$ cat src/rtl/alu_seq.sv
// Handshaked ALU: one operation in flight, single-cycle logic/arith/shift ops
// or an iterative shift-add unsigned multiply, result held until consumed.
module alu_seq #(
  parameter int WIDTH  = 4,
  parameter int MUL_EN = 1
) (
  input  logic             clk,
  input  logic             rst_n,
  input  logic             in_valid,
  output logic             in_ready,
  input  logic [WIDTH-1:0] op1,
  input  logic [WIDTH-1:0] op2,
  input  logic [2:0]       opcode,
  output logic             out_valid,
  input  logic             out_ready,
  output logic [WIDTH-1:0] y,
  output logic [WIDTH-1:0] hi,
  output logic             carry,
  output logic             zero,
  output logic             ovf
);

  typedef enum logic [1:0] {IDLE, MUL, DONE} state_t;

  typedef struct packed {
    logic [WIDTH-1:0] y;
    logic [WIDTH-1:0] hi;
    logic             carry;
    logic             zero;
    logic             ovf;
  } res_t;

  localparam int             CW    = $clog2(WIDTH);
  localparam logic [CW-1:0]  LAST  = CW'(WIDTH - 1);
  localparam logic [WIDTH:0] W_AMT = (WIDTH + 1)'(WIDTH);
  localparam int             MSB   = WIDTH - 1;

  state_t state, state_nx;
  res_t   res_q, res_alu, mul_res;

  logic [2*WIDTH-1:0] acc, acc_nx, mcand;
  logic [WIDTH-1:0]   mplier;
  logic [CW-1:0]      cnt;
  logic               accept, is_mul, last_bit;

  logic [WIDTH:0] sum, diff, shl_ext, shr_ext;
  logic           amt_big;

  assign in_ready  = (state == IDLE);
  assign out_valid = (state == DONE);
  assign accept    = in_valid & in_ready;
  assign is_mul    = (opcode == 3'b111) && (MUL_EN != 0);
  assign last_bit  = (cnt == LAST);

  // Extended by one bit so the shifted-out bit lands at a fixed position:
  // shl carry sits at bit WIDTH, shr carry at bit 0.
  assign sum     = {1'b0, op1} + {1'b0, op2};
  assign diff    = {1'b0, op1} - {1'b0, op2};
  assign shl_ext = {1'b0, op1} << op2;
  assign shr_ext = {op1, 1'b0} >> op2;
  assign amt_big = ({1'b0, op2} >= W_AMT);

  always_comb begin
    res_alu = '0;
    case (opcode)
      3'b000: begin
        res_alu.y     = sum[WIDTH-1:0];
        res_alu.carry = sum[WIDTH];
        res_alu.ovf   = (op1[MSB] == op2[MSB]) && (sum[MSB] != op1[MSB]);
      end
      3'b001: begin
        res_alu.y     = diff[WIDTH-1:0];
        res_alu.carry = diff[WIDTH];
        res_alu.ovf   = (op1[MSB] != op2[MSB]) && (diff[MSB] != op1[MSB]);
      end
      3'b010: res_alu.y = op1 & op2;
      3'b011: res_alu.y = op1 | op2;
      3'b100: res_alu.y = op1 ^ op2;
      3'b101: if (!amt_big) begin
        res_alu.y     = shl_ext[WIDTH-1:0];
        res_alu.carry = shl_ext[WIDTH];
      end
      3'b110: if (!amt_big) begin
        res_alu.y     = shr_ext[WIDTH:1];
        res_alu.carry = shr_ext[0];
      end
      default: ; // opcode 111 without a multiplier returns all zeros
    endcase
    res_alu.zero = (res_alu.y == '0);
  end

  // One multiplier bit per MUL cycle; the multiplicand walks left.
  assign acc_nx = mplier[0] ? (acc + mcand) : acc;

  always_comb begin
    mul_res       = '0;
    mul_res.y     = acc_nx[WIDTH-1:0];
    mul_res.hi    = acc_nx[2*WIDTH-1:WIDTH];
    mul_res.carry = |acc_nx[2*WIDTH-1:WIDTH];
    mul_res.zero  = (acc_nx == '0);
  end

  always_ff @(posedge clk or negedge rst_n) begin
    if (!rst_n) begin
      res_q  <= '0;
      acc    <= '0;
      mcand  <= '0;
      mplier <= '0;
      cnt    <= '0;
    end else if (accept) begin
      if (is_mul) begin
        acc    <= '0;
        mcand  <= {{WIDTH{1'b0}}, op1};
        mplier <= op2;
        cnt    <= '0;
      end else begin
        res_q <= res_alu;
      end
    end else if (state == MUL) begin
      acc    <= acc_nx;
      mcand  <= mcand << 1;
      mplier <= mplier >> 1;
      cnt    <= cnt + 1'b1;
      if (last_bit) res_q <= mul_res;
    end
  end

  always_ff @(posedge clk or negedge rst_n) begin
    if (!rst_n) state <= IDLE;
    else        state <= state_nx;
  end

  always_comb begin
    state_nx = state;
    case (state)
      IDLE:    if (in_valid) state_nx = is_mul ? MUL : DONE;
      MUL:     if (last_bit) state_nx = DONE;
      DONE:    if (out_ready) state_nx = IDLE;
      default: state_nx = IDLE;
    endcase
  end

  assign y     = res_q.y;
  assign hi    = res_q.hi;
  assign carry = res_q.carry;
  assign zero  = res_q.zero;
  assign ovf   = res_q.ovf;

endmodule
$ cat config.mk
export PLATFORM = sky130hd
export DESIGN_NAME = alu_seq
export DESIGN_NICKNAME = d
export VERILOG_FILES = /design/src/rtl/alu_seq.sv
export SDC_FILE = /design/constraint.sdc
export NUM_CORES = 1
export LEC_CHECK = 0
export ABC_AREA = 1
export BUFFER_PORTS_ARGS = -buffer_cell sky130_fd_sc_hd__buf_2
export CAP_MARGIN = 20
export CORE_MARGIN = 3
export CORE_UTILIZATION = 50
export DETAILED_ROUTE_END_ITERATION = 6
export PLACE_DENSITY = 0.69
export SETUP_SLACK_MARGIN = 0.4
export SLEW_MARGIN = 10
export SYNTH_ARGS = -nofsm -noshare
export SYNTH_HDL_FRONTEND = slang
export SYNTH_SLANG_ARGS = --single-unit
$ cat constraint.sdc
create_clock -name clk -period 3.55 [get_ports clk]
set_input_delay 0.355 -clock clk [delete_from_list [all_inputs] [get_ports clk]]
set_output_delay 0.355 -clock clk [all_outputs]
set_load 0.02 [all_outputs]
==> flow_summary.yaml <==
setup_path:
  worstSetupEndpointType: "flip-flop"
  reg2reg_setup_slack_ns: 1.50
  critPathArrivalTime_ns: 2.23
  worstReg2RegEnd: "carry"
  worstPathMaxFanout: 3
  cpLargestDelayFamily: "simple AND/OR/NAND/NOR gates"
  setup.worst_path.start_class: "flip-flop"
  cp_slowest_cell: "fa_1"
  critPathKind: "flip-flop to flip-flop"
  reg2reg_from: "mcand[0]"
  critical_path_buf_inv_count: 2
  worstPathRequired_ns: 3.74
  crit_chain: "ha_1 > inv_1 > fa_1 > inv_1 > nand3_1 > nand3_1 > nand2_1 > nand3_1 > nand2_1 > nor2_1 > nand2_1 > nand2_1 > a21oi_1"
  cp_slowest_stage_delay_ns: 0.39
  r2r.worst_path.cells: 13
  crit_top_cell: "nand2_1"
floorplan:
  core_sq_mm: 0.00530
  die_height_um: 81.3
  die_x_um: 81.3
  start_util_pct: 53.5
  num_rows: 26
  io-pin-count: 28
  dieArea_sq_mm: 0.00661
global_routing:
  antenna_found_initial: 0
  grt_util_met2_pct: 33.1
  gr-usage-all-layers_pct: 23.5
  gr-total-overflow: 0
  use_met1_pct: 37.1
  grt_pass1_vias: 2455
  grtUsageMet3_pct: 4.99
  grt_pass1_wl_mm: 11.9
  grt_busiest_layer: "met1"
  grt_max_degree: 36
logic_synthesis:
  synth.top_cell.area_share_pct: 30.9
  netlist_top_cells_area: "dfrtp_1 (31%), nand2_1 (15%), ha_1 (9.3%)"
  syn_nets: 444
  seq_area_frac_synth_pct: 30.9
  synth.distinct_cells: 37
  yosysWarnings: 0
  synth_cells: 405
  synth-seq-cells: 35
  syn_area_sq_mm: 0.00284
  yosysTopAreaCell: "dfrtp_1"
  syn_area_per_cell_sq_um: 7.00
detailed_routing:
  drc: 0
  drt_wl_total_mm: 7.16
  via_per_inst: 5.23
  drt_iter0_markers: 201
  vias: 2621
  wl_per_cell_um: 14.3
  dr.pass1.iters: 4
  antenna_left: 0
placement:
  place_ws_ns: 1.39
  io_buffer_count: 27
  gp_congestion: 0.916
  dp_hpwl_mm: 5.60
sta:
  setup_violations: 0
  fin_crit_ns: 2.05
  max_freq_ghz: 0.488
  finalMaxSlewViolations: 0
  finClkSkew_ns: 0.0115
  worst_pin_slew_ns: 0.794
  slew_headroom_pct: 47.1
  finalWorstSetupSlack_ns: 1.50
  rsz0062_at_grt: "false"
  hold_viol_final: 0
  finalCritPeriodShare_pct: 57.7
  setup_tns_ns: 0
finish:
  final_common_cell: "nand2_1"
  post-route-util_pct: 58.6
  fill_cells: 535
  most-common-layout-cells: "nand2_1 (116), inv_1 (56), nor2_1 (36), nand3_1 (35), dfrtp_1 (35)"
  num_antenna_cells: 0
  layout.nets: 469
  drive_gt1_share_pct: 14.4
  area_delta_synth_final_pct: 9.57
pwr:
  power.density_mw_per_mm2: 658
  vdd_drop_max_mv: 0.399
  leakage_nw: 1.71
clocking:
  cts_setup_buffers: 0
  cts_buffers: 5
  cts_resized: 0
  clockBufferDepth: 2
  clkTransAtPathRegs_ns: 0.08
  clock-sinks: 35
  clk_latency_ns: 0.30
  h-tree-depth: 2
  cts_tree: "done"
  ctsRootBufferMaster: "clkbuf_8"
  cts_hold_buf: 0
outcome:
  status: "finished clean"
min_path:
  min_path_type: "input pin to asynchronous set/reset pin"
run:
  maxCapViolations: 0
state kept, by name, summed over array words and instances, names as in the netlist, 2 cells and up:
register / count
acc: 8
mplier: 4
state: 2
y: 4
mcand: 8
hi: 4
cnt: 2
report_power, final:
part           switching, W  total [W]  internal [W]
Clock              0.000162   0.000373      0.000211
Sequential         0.000119   0.000666      0.000548
Combinational      0.000653    0.00101      0.000354
Yosys cell counts:
library cell  count
fa_1              3
nand3_1          35
o21ai_1           2
buf_1             1
xnor2_1           2
xor2_1            3
o21ai_0          16
inv_1            56
a21o_1            1
a22o_1            5
clkbuf_1          1
ha_1             21
nor2_2            5
nor2_1           36
nand2_1         116
o31ai_1           1
or2_1             1
a21oi_4           1
a31oi_1           4
o211ai_1          3
nand3_4           1
buf_4             2
nand2_2           3
buf_6             3
nand3b_1          1
a21oi_1          14
or2_0             1
buf_2             2
nor2_4            3
nand3_2           2
o22ai_1           7
inv_2             9
a21boi_0          1
inv_4             1
dfrtp_1          35
nand4_1           5
o31ai_2           2
through the flow:
step	hold slack (ns)	instance area, sq um	cells	total power (W)
after global routing	0.154	3110	501	0.00223
after CTS	0.155	3110	501	0.00205
after global placement	0.460	2990	493	0.00164
after floorplan	0.0594	2840	405	0.00142
after detailed placement	0.471	2990	493	0.00167
final	0.135	3110	501	0.00205
layer usage:
layer  routed length [um]  up-vias
met2                 2920       59
met3                  389        6
li1                     -     1339
met4                   34        0
met1                 3820     1217
met5                    0        -
final cells by class:
class	count	area, sq um	area share (%)
tap	70	87.6	2.82
inverter	66	250	8.05
multi-input combinational	295	1640	52.9
timing repair buffer	27	135	4.35
sequential	35	876	28.2
clock inverter	3	46.3	1.49
clock buffer	5	68.8	2.21
logic make-up after synthesis:
| family | Yosys count | share of synthesized area [%] |
|---|---|---|
| buffers and inverters | 75 | 11.2 |
| AND/OR/NAND/NOR | 209 | 32.4 |
| XOR/XNOR | 5 | 1.54 |
| AO/OA/AOI/OAI | 57 | 12.7 |
| flip-flops | 35 | 30.9 |
| adder cells (fa/ha/maj) | 24 | 11.4 |
worst max path at each step:
stage | start | endpoint | cells after the start
2_1_floorplan | op1[0] | zero | 15
3_3_place_gp | op1[0] | zero | 16
3_5_place_dp | op1[0] | zero | 16
4_1_cts | mcand[0] | carry | 13
5_1_grt | mcand[0] | zero | 12
6_report | mcand[0] | carry | 13
worst register-to-register path, delay by kind of cell, from the launching register on:
family / cells / cell delay, ns
AO/OA/AOI/OAI: 1 / 0.06
adder cells (fa/ha/maj): 2 / 0.62
buffers and inverters: 2 / 0.16
flip-flops: 1 / 0.38
AND/OR/NAND/NOR: 8 / 0.71
No activity file was read; power rests on OpenSTA's default activity.
